## config.mk

```make
export PLATFORM = sky130hd
export DESIGN_NAME = axi_dma_sg_sched
export DESIGN_NICKNAME = d
export VERILOG_FILES = /design/src/rtl/axi_dma_pkg.sv /design/src/rtl/axi_dma_burst_split.sv /design/src/rtl/axi_dma_sg_sched.sv
export SDC_FILE = /design/constraint.sdc
export NUM_CORES = 1
export LEC_CHECK = 0
export CORE_MARGIN = 1.5
export CORE_UTILIZATION = 45
export DETAILED_ROUTE_END_ITERATION = 16
export GPL_TIMING_DRIVEN = 0
export PLACE_DENSITY_LB_ADDON = 0.25
export SYNTH_ARGS = -nofsm -noshare
export SYNTH_HDL_FRONTEND = slang
export SYNTH_SLANG_ARGS = --single-unit
```

## constraint.sdc

```tcl
create_clock -name clk -period 6.5 [get_ports clk]
set_clock_uncertainty 0.15 [all_clocks]
set_input_delay 0.65 -clock clk [delete_from_list [all_inputs] [get_ports clk]]
set_output_delay 0.65 -clock clk [all_outputs]
set_load 0.005 [all_outputs]
```

## src/rtl/axi_dma_pkg.sv

```systemverilog
// Shared types and constants for the AXI DMA scatter-gather scheduler.
package axi_dma_pkg;
  typedef enum logic [2:0] {IDLE, FETCH, ISSUE, DRAIN, FLUSH} state_e;

  localparam int RESP_AXI_LO = 0;
  localparam int RESP_AXI_HI = 1;
  localparam int RESP_EMPTY  = 2;
  localparam int RESP_WRAP   = 3;

  localparam logic [1:0] OKAY   = 2'b00;
  localparam logic [1:0] EXOKAY = 2'b01;
  localparam logic [1:0] SLVERR = 2'b10;
  localparam logic [1:0] DECERR = 2'b11;
endpackage

```

## src/rtl/axi_dma_burst_split.sv

```systemverilog
// Combinational chunk calculator: largest command that stays inside one
// MAX_BURST-aligned window, plus a flag for the descriptor's final chunk.
module axi_dma_burst_split #(
  parameter  int MAX_BURST = 2048,
  localparam int LB        = $clog2(MAX_BURST),
  localparam int CW        = LB + 1
) (
  input  logic [LB-1:0] host_off,
  input  logic [16:0]   remaining,
  output logic [CW-1:0] chunk,
  output logic          last
);
  logic [CW-1:0] room;

  always_comb begin
    room  = CW'(MAX_BURST) - {1'b0, host_off};
    last  = remaining <= 17'(room);
    chunk = last ? remaining[CW-1:0] : room;
  end
endmodule

```

## src/rtl/axi_dma_sg_sched.sv

```systemverilog
// Scatter-gather sequencer: pops descriptors, issues burst-aligned mover
// commands, tracks completions. AXI_DMA_SG_SCHED_STATS_EN adds byte/cycle stats.
module axi_dma_sg_sched
  import axi_dma_pkg::*;
#(
  parameter int C_FPGA_ADDR_WIDTH = 32,
  parameter int C_HOST_ADDR_WIDTH = 64,
  parameter int C_MAX_BURST_BYTES = 2048,
  parameter int C_MAX_OUTSTANDING = 4,
  localparam int CW = $clog2(C_MAX_BURST_BYTES) + 1
) (
  input  logic                         clk,
  input  logic                         rst_n,
  input  logic                         dma_trigger,
  input  logic                         dma_direction,
  input  logic [C_FPGA_ADDR_WIDTH-1:0] dma_fpga_addr,
  input  logic                         irq_en,
  input  logic                         irq_clr,
  output logic                         busy,
  output logic [3:0]                   response,
  output logic                         irq,
  input  logic [C_HOST_ADDR_WIDTH+15:0] s_axis_sg_tdata,
  input  logic                         s_axis_sg_tvalid,
  output logic                         s_axis_sg_tready,
  output logic [C_HOST_ADDR_WIDTH-1:0] cmd_host_addr,
  output logic [C_FPGA_ADDR_WIDTH-1:0] cmd_fpga_addr,
  output logic [CW-1:0]                cmd_bytes,
  output logic                         cmd_dir,
  output logic                         cmd_valid,
  input  logic                         cmd_ready,
  input  logic                         done_valid,
  input  logic [1:0]                   done_resp
`ifdef AXI_DMA_SG_SCHED_STATS_EN
  ,
  output logic [31:0]                  stat_bytes,
  output logic [31:0]                  stat_cycles
`endif
);
  localparam int FW = C_FPGA_ADDR_WIDTH;
  localparam int HW = C_HOST_ADDR_WIDTH;

  state_e          state_q, state_d;
  logic            dir_q, err_q, pend_q, irq_q;
  logic [FW-1:0]   fpga_q;
  logic [HW-1:0]   host_q;
  logic [16:0]     rem_q;
  logic [3:0]      outst_q;
  logic [3:0]      resp_q;
  logic [CW-1:0]   chunk;
  logic            last, trig, fin, hs, done_ok;
  logic [FW:0]     fpga_sum;

  axi_dma_burst_split #(.MAX_BURST(C_MAX_BURST_BYTES)) u_split (
    .host_off  (host_q[CW-2:0]),
    .remaining (rem_q),
    .chunk     (chunk),
    .last      (last)
  );

  assign trig     = (state_q == IDLE) && dma_trigger;
  assign hs       = cmd_valid && cmd_ready;
  assign done_ok  = done_valid && (outst_q != 4'd0);
  assign fpga_sum = {1'b0, fpga_q} + (FW+1)'(chunk);

  always_ff @(posedge clk) begin
    if (!rst_n) state_q <= IDLE;
    else        state_q <= state_d;
  end

  always_comb begin
    state_d          = state_q;
    s_axis_sg_tready = 1'b0;
    cmd_valid        = 1'b0;
    fin              = 1'b0;
    case (state_q)
      IDLE: begin
        if (trig && s_axis_sg_tvalid) state_d = FETCH;
        else if (trig)                fin     = 1'b1;
      end
      FETCH: begin
        s_axis_sg_tready = s_axis_sg_tvalid;
        state_d          = s_axis_sg_tvalid ? ISSUE : DRAIN;
      end
      ISSUE: begin
        cmd_valid = !err_q && (outst_q < 4'(C_MAX_OUTSTANDING));
        if (err_q)                         state_d = DRAIN;
        else if (cmd_valid && cmd_ready && last) state_d = FETCH;
      end
      DRAIN: begin
        if (outst_q == 4'd0) begin
          if (err_q) state_d = FLUSH;
          else begin
            fin     = 1'b1;
            state_d = IDLE;
          end
        end
      end
      FLUSH: begin
        s_axis_sg_tready = s_axis_sg_tvalid;
        if (!s_axis_sg_tvalid) begin
          fin     = 1'b1;
          state_d = IDLE;
        end
      end
      default: state_d = IDLE;
    endcase
  end

  always_ff @(posedge clk) begin
    if (!rst_n) begin
      dir_q   <= 1'b0;
      fpga_q  <= '0;
      host_q  <= '0;
      rem_q   <= '0;
      outst_q <= '0;
      resp_q  <= '0;
      err_q   <= 1'b0;
      pend_q  <= 1'b0;
      irq_q   <= 1'b0;
    end else begin
      if (trig) begin
        dir_q  <= dma_direction;
        fpga_q <= dma_fpga_addr;
        err_q  <= 1'b0;
        resp_q <= s_axis_sg_tvalid ? 4'b0000 : 4'(1 << RESP_EMPTY);
      end
      if (s_axis_sg_tready && state_q == FETCH) begin
        host_q <= s_axis_sg_tdata[HW+15:16];
        rem_q  <= {1'b0, s_axis_sg_tdata[15:0]} + 17'd1;
      end
      if (hs) begin
        host_q <= host_q + HW'(chunk);
        fpga_q <= fpga_sum[FW-1:0];
        rem_q  <= rem_q - 17'(chunk);
        if (fpga_sum[FW]) resp_q[RESP_WRAP] <= 1'b1;
      end
      // A completion in the same cycle as an issue cancels out.
      if (hs && !done_ok)      outst_q <= outst_q + 4'd1;
      else if (!hs && done_ok) outst_q <= outst_q - 4'd1;
      if (done_ok && done_resp != OKAY && !err_q) begin
        err_q                           <= 1'b1;
        resp_q[RESP_AXI_HI:RESP_AXI_LO] <= done_resp;
      end
      if (fin)          pend_q <= 1'b1;
      else if (irq_clr) pend_q <= 1'b0;
      irq_q <= pend_q & irq_en;
    end
  end

  assign busy          = state_q != IDLE;
  assign response      = resp_q;
  assign irq           = irq_q;
  assign cmd_host_addr = host_q;
  assign cmd_fpga_addr = fpga_q;
  assign cmd_bytes     = chunk;
  assign cmd_dir       = dir_q;

`ifdef AXI_DMA_SG_SCHED_STATS_EN
  logic [32:0] bytes_sum;
  assign bytes_sum = {1'b0, stat_bytes} + 33'(chunk);

  always_ff @(posedge clk) begin
    if (!rst_n || trig) begin
      stat_bytes  <= '0;
      stat_cycles <= '0;
    end else begin
      if (hs) stat_bytes <= bytes_sum[32] ? '1 : bytes_sum[31:0];
      if (busy && stat_cycles != '1) stat_cycles <= stat_cycles + 32'd1;
    end
  end
`endif
endmodule

```

* Word-level counts from Yosys, hierarchy flattened
Index checks and enable logic that the tools add are counted.
** Storage, ports and cells
- Bits in registers :: 128
- Output and inout bits :: 117
- Logic and storage cells :: 91
** Operators by class
- $add $sub $neg :: 7
- Magnitude comparators :: 2
- Equality and inequality tests :: 8
- Muxes and demuxes :: 34
- Bitwise gates (word level) :: 1
- Reductions and logical operators :: 27
** Operators by type and width (count)
- $mux W64 :: 2
- $add A64 B12 Y64 :: 1
- $mux W32 :: 2
- $mux W17 :: 2
- $add A32 B12 Y33 :: 1
- $mux W3 :: 7
- $add A16 B1 Y17 const B :: 1
- $le A17 B12 Y1 :: 1
- $sub A17 B12 Y17 :: 1
- $pmux W3 S5 :: 1
- $mux W1 :: 14
- $logic_and A1 B1 Y1 :: 12
- $mux W12 :: 1
- $mux W4 :: 3
- $reduce_bool A2 Y1 :: 6
- $sub A12 B11 Y12 const A :: 1
- $eq A3 B2 Y1 const B :: 2
- $add A4 B1 Y4 const B :: 1
- $logic_not A4 Y1 :: 1
- $lt A4 B3 Y1 const B :: 1
- $ne A2 B2 Y1 const B :: 2
- $reduce_and A4 Y1 :: 1
- $reduce_bool A4 Y1 :: 1
- $sub A4 B1 Y4 const B :: 1
- 11 further kinds :: 13

* Longest topological paths before layout
- Depth after elaboration :: 8
- Gate-level depth with buffers :: 27

* Hierarchy
Synthesis repeated with hierarchy kept, for this count alone.
** Second synthesis, totals
- Cell total of the unflattened synthesis :: 1240
- Area, all modules :: 9486.6 um2
** Modules (own cells, without submodules)
- axi_dma_sg_sched :: times used 1, cells each 1153, area each 8798.4 um2
- axi_dma_burst_split :: times used 1, cells each 87, area each 688.2 um2

* Worst setup path after synthesis
OpenSTA, ideal clock, no wires.
- Kind :: flip-flop to flip-flop
- Start point :: register host_q[5], in the netlist cmd_host_addr[5]
- End point :: register host_q[48], in the netlist cmd_host_addr[48]
- Setup time :: 0.074 ns
- Arrival :: 5.730 ns
- Path slack :: 0.546 ns
- Stages on the path, launching flop included :: 23
- Period minus slack after synthesis :: 5.954 ns
- Path through :: dfxtp_1 -> or4_1 -> nor3_1 -> xnor2_1 -> inv_1 -> ha_1 -> nand3_1 -> or2_2 -> or3_1 -> a211o_1 -> buf_1 -> o21ai_0 -> ha_1 -> inv_1 -> fa_1 -> nand2b_1 -> a211oi_1 -> o2111a_1 -> o2111a_1 -> o211ai_1 -> buf_2 -> or3_1 -> a31oi_1
** Between the ends
- Cells in the longest elaborated chain, start to end :: 5
** Ends and longest elaborated chain
- start: declaration :: RTL line axi_dma_sg_sched.sv:45 : logic [HW-1:0] host_q;
- start signal: assignment :: RTL line axi_dma_sg_sched.sv:128 : host_q <= s_axis_sg_tdata[HW+15:16];
- start signal: assignment :: RTL line axi_dma_sg_sched.sv:132 : host_q <= host_q + HW'(chunk);
- $sub A12 B11 Y12 :: RTL line axi_dma_burst_split.sv:16 : room = CW'(MAX_BURST) - {1'b0, host_off};
- $le A17 B12 Y1 :: RTL line axi_dma_burst_split.sv:17 : last = remaining <= 17'(room);
- $mux W12 :: RTL line axi_dma_burst_split.sv:18 : chunk = last ? remaining[CW-1:0] : room;
- net cmd_bytes[0] :: RTL line axi_dma_sg_sched.sv:27 : output logic [CW-1:0] cmd_bytes,
- $add A64 B12 Y64 :: RTL line axi_dma_sg_sched.sv:132
- $mux W64 :: RTL line axi_dma_sg_sched.sv:131 : if (hs) begin
The timed path passes the listed nets, and every way through them passes these cells.
A chain may end at the register's enable or synchronous reset.

* Worst setup path after layout
- Start point :: register host_q[6], in the netlist cmd_host_addr[6]
- End point :: register host_q[60], in the netlist cmd_host_addr[60]
** Between the ends
- Cells in the longest elaborated chain, start to end :: 5
** Ends and longest elaborated chain (RTL line)
- $sub A12 B11 Y12 :: axi_dma_burst_split.sv:16
- $le A17 B12 Y1 :: axi_dma_burst_split.sv:17
- $mux W12 :: axi_dma_burst_split.sv:18
- $add A64 B12 Y64 * :: axi_dma_sg_sched.sv:132
- $mux W64 * :: axi_dma_sg_sched.sv:131
Mark *: on every way between the ends. The rest lies on a longest branch, timed or not.

==> out/results.ini <==
[synth]
synthAdderAreaFrac_pct=7.88
synth_top_family_by_area=simple AND/OR/NAND/NOR gates
synth-async-reset-ratio_pct=0
muxShareOfSynthArea_pct=2.89
post_synth.cell_area_avg_um2=7.73
ys_types=90
yosysTopAreaCell=dfxtp_1
yosys.area_share.simple_pct=26.4
synth_top_area_share_pct=27.2
synth_area_leaders=dfxtp_1 (27%), ha_1 (7.0%), nand2_1 (6.5%), a21oi_1 (4.5%), nor2_1 (3.4%)
yosys.area_share.xor_xnor_pct=4.46
syn-num-nets=1400
synthFlopType=dfxtp_1
synth_edf_count=0
synth_area_um2=9440
synth-compound-area-share_pct=26.3
yosys_warnings=0
synth-seq-area-share_pct=27.2
netlist_instances=1220
synth_seq_cells=128

[cells_and_area]
fin_area_um2=12800
n_fill_cell=1870
areaGrowthSynthToFinish_pct=35.6
final_nets=1659
antennaDiodeCount=0
stdcell_count=1762
drive_gt1_share_pct=6.90

[clocking]
clockBufferDepth=2
cts_root_buf=clkbuf_16
worstSkewPairLatency_ns=0.44
cts_tree=yes
cts.sinks=128
htree_levels=4
cts_made_buffers=17
path_clk_slew_ns=0.06

[power]
leakagePower_nw=4.62
finalPower_mw=3.20
powerDensity_nw_per_um2=250
ir_drop_v=0.000186

[place]
port_buffers=237
dp_cells=1727
dp_hpwl_mm=27.8
placed_area_um2=12100
gp_congestion=0.952
pre_cts_slack_ns=-0.497

[floorplanning]
io_pins=240
die_h_um=148
core_area_um2=20400
die-area_um2=21800
num_rows=52
start_util_pct=46.2
die_w_um=148

[critical_path]
crit_path_start_kind=flip-flop
crit_arrival_ns=6.53
crit_type=flip-flop to flip-flop
path_max_fanout=12
endpoint_kind=flip-flop
r2r_slack_ns=0.17
crit_required_ns=6.71

[timing]
layout_min_cycle_time_ns=6.33
tightest_slew_ns=1.09
post-route-period-util_pct=97.3
setup_viol=0
finalMaxSlewViolations=0
max_slew_margin_pct=26.8
fin_ws_ns=0.174
max_freq_ghz=0.158
hold_violations=0

[hold_path]
hold_class=flip-flop to flip-flop

[global_routing]
grt_pass1_vias=10300
groute.usage.overall_pct=33.7
grt_pass1_wl_mm=56.6
grt_overflow=0
grt_max_degree=17
antenna_found_initial=0

[route]
wl_per_cell_um=21.4
drcViolationCount=0
vias=11100
postRouteWirelength_mm=37.6
postRouteAntennaNets=0
vias_per_cell=6.27
drt_iter0_drc=1147
dr.pass1.iters=6

[outcome]
status=finished, final reports clean

[run]
drv_cap=0

## per-stage QoR
step | util [%] | hold slack (ns) | setup TNS (ns)
after floorplan | - | 0.298 | 0
after detailed placement | 59.5 | 0.307 | -10.62
final | 62.6 | 0.328 | 0
after global routing | 62.6 | 0.339 | -0.140
after global placement | 59.5 | 0.303 | -9.92
after CTS | 62.2 | 0.319 | 0
## power by group
part / internal, mW / switching, mW / total, mW
clock network: 0.513 / 0.407 / 0.920
logic: 0.631 / 0.710 / 1.34
registers: 0.849 / 0.0916 / 0.941
total: 1.99 / 1.21 / 3.20
## sequential cells by signal, indices dropped and copies added (netlist names)
register	count
rem_q	17
err_q	1
response	4
outst_q	4
cmd_host_addr	64
irq	1
cmd_fpga_addr	32
cmd_dir	1
pend_q	1
state_q	3
## critical path: stages, from the launching register on
cell             delay [ns]
dfxtp_1                0.44
or4_4                  0.60
nor3_2                 0.14
xnor2_1                0.15
inv_1                  0.06
ha_1                   0.29
nand3_1                0.10
or2_2                  0.33
or3_1                  0.39
a211o_4                0.43
mux2_2                 0.33
inv_1                  0.16
fa_1                   0.44
nand2b_1               0.22
a211oi_4               0.30
o2111a_2               0.31
o2111a_1               0.27
o211ai_1               0.27
clkdlybuf4s15_2        0.32
or3_1                  0.36
a31oi_1                0.18
## cell type report
cell class              count  area [um2]  area share [%]
well taps                 270         338            2.64
repair buffers            241        2410            18.8
flip-flops and latches    128        2560            20.0
inverters                  54         203            1.58
clock inverters            13         101           0.792
clock buffers              19         453            3.54
plain buffers              59         264            2.06
multi-input cells         978        6470            50.5
## synth_stat cells (19+ instances only)
master,number
a31oi_1,47
o21ai_0,37
ha_1,53
inv_1,52
xnor2_1,35
or3_1,32
nand2_1,163
nor3_1,27
a21oi_1,84
o211ai_1,32
nor2_1,85
dfxtp_1,128
nand3_1,40
clkbuf_1,41
nand4_1,25
and3_1,19
## cell families after synthesis
group,after synthesis
compound gates,361
xor+xnor,48
fa+ha+maj,57
buf+inv,114
flops,128
mux,25
simple gates,487
## worst paths after layout
check                                startpoint                             end  cells after the start
hold / removal             cmd_dir$_SDFFE_PN0P_            cmd_dir$_SDFFE_PN0P_                      2
setup / recovery  cmd_host_addr[6]$_SDFFE_PN0P_  cmd_host_addr[60]$_SDFFE_PN0P_                     20
hold reg to reg            cmd_dir$_SDFFE_PN0P_            cmd_dir$_SDFFE_PN0P_                      2
setup reg to reg  cmd_host_addr[6]$_SDFFE_PN0P_  cmd_host_addr[60]$_SDFFE_PN0P_                     20
## metal layers
layer  track usage, %  wire length, um  up-vias
li1                 -                -     5107
met1             44.3            14900     5204
met4             16.1             1630        0
met3             8.33             4450      115
met5                0                0        -
met2             51.6            16600      625
## repair_timing
item                                    CTS  global route
hold buffers                              0             0
resized for setup                         4            15
hold endpoints to repair                  0             0
cloned                                    0             1
endpoints found under the setup margin   38            54
buffers inserted                          0             3
pin swaps                                 0             2
## placed cells by master, fill, tap and decap left out, drive strengths merged, types with 35 or more instances in the layout
cell,n
a21oi,84
a31oi,47
clkbuf,61
clkdlybuf4s50,237
dfxtp,128
ha,53
inv,59
nand2,163
nand3,40
nor2,85
o21ai,38
xnor2,35
No activity file was read; power rests on OpenSTA's default activity.
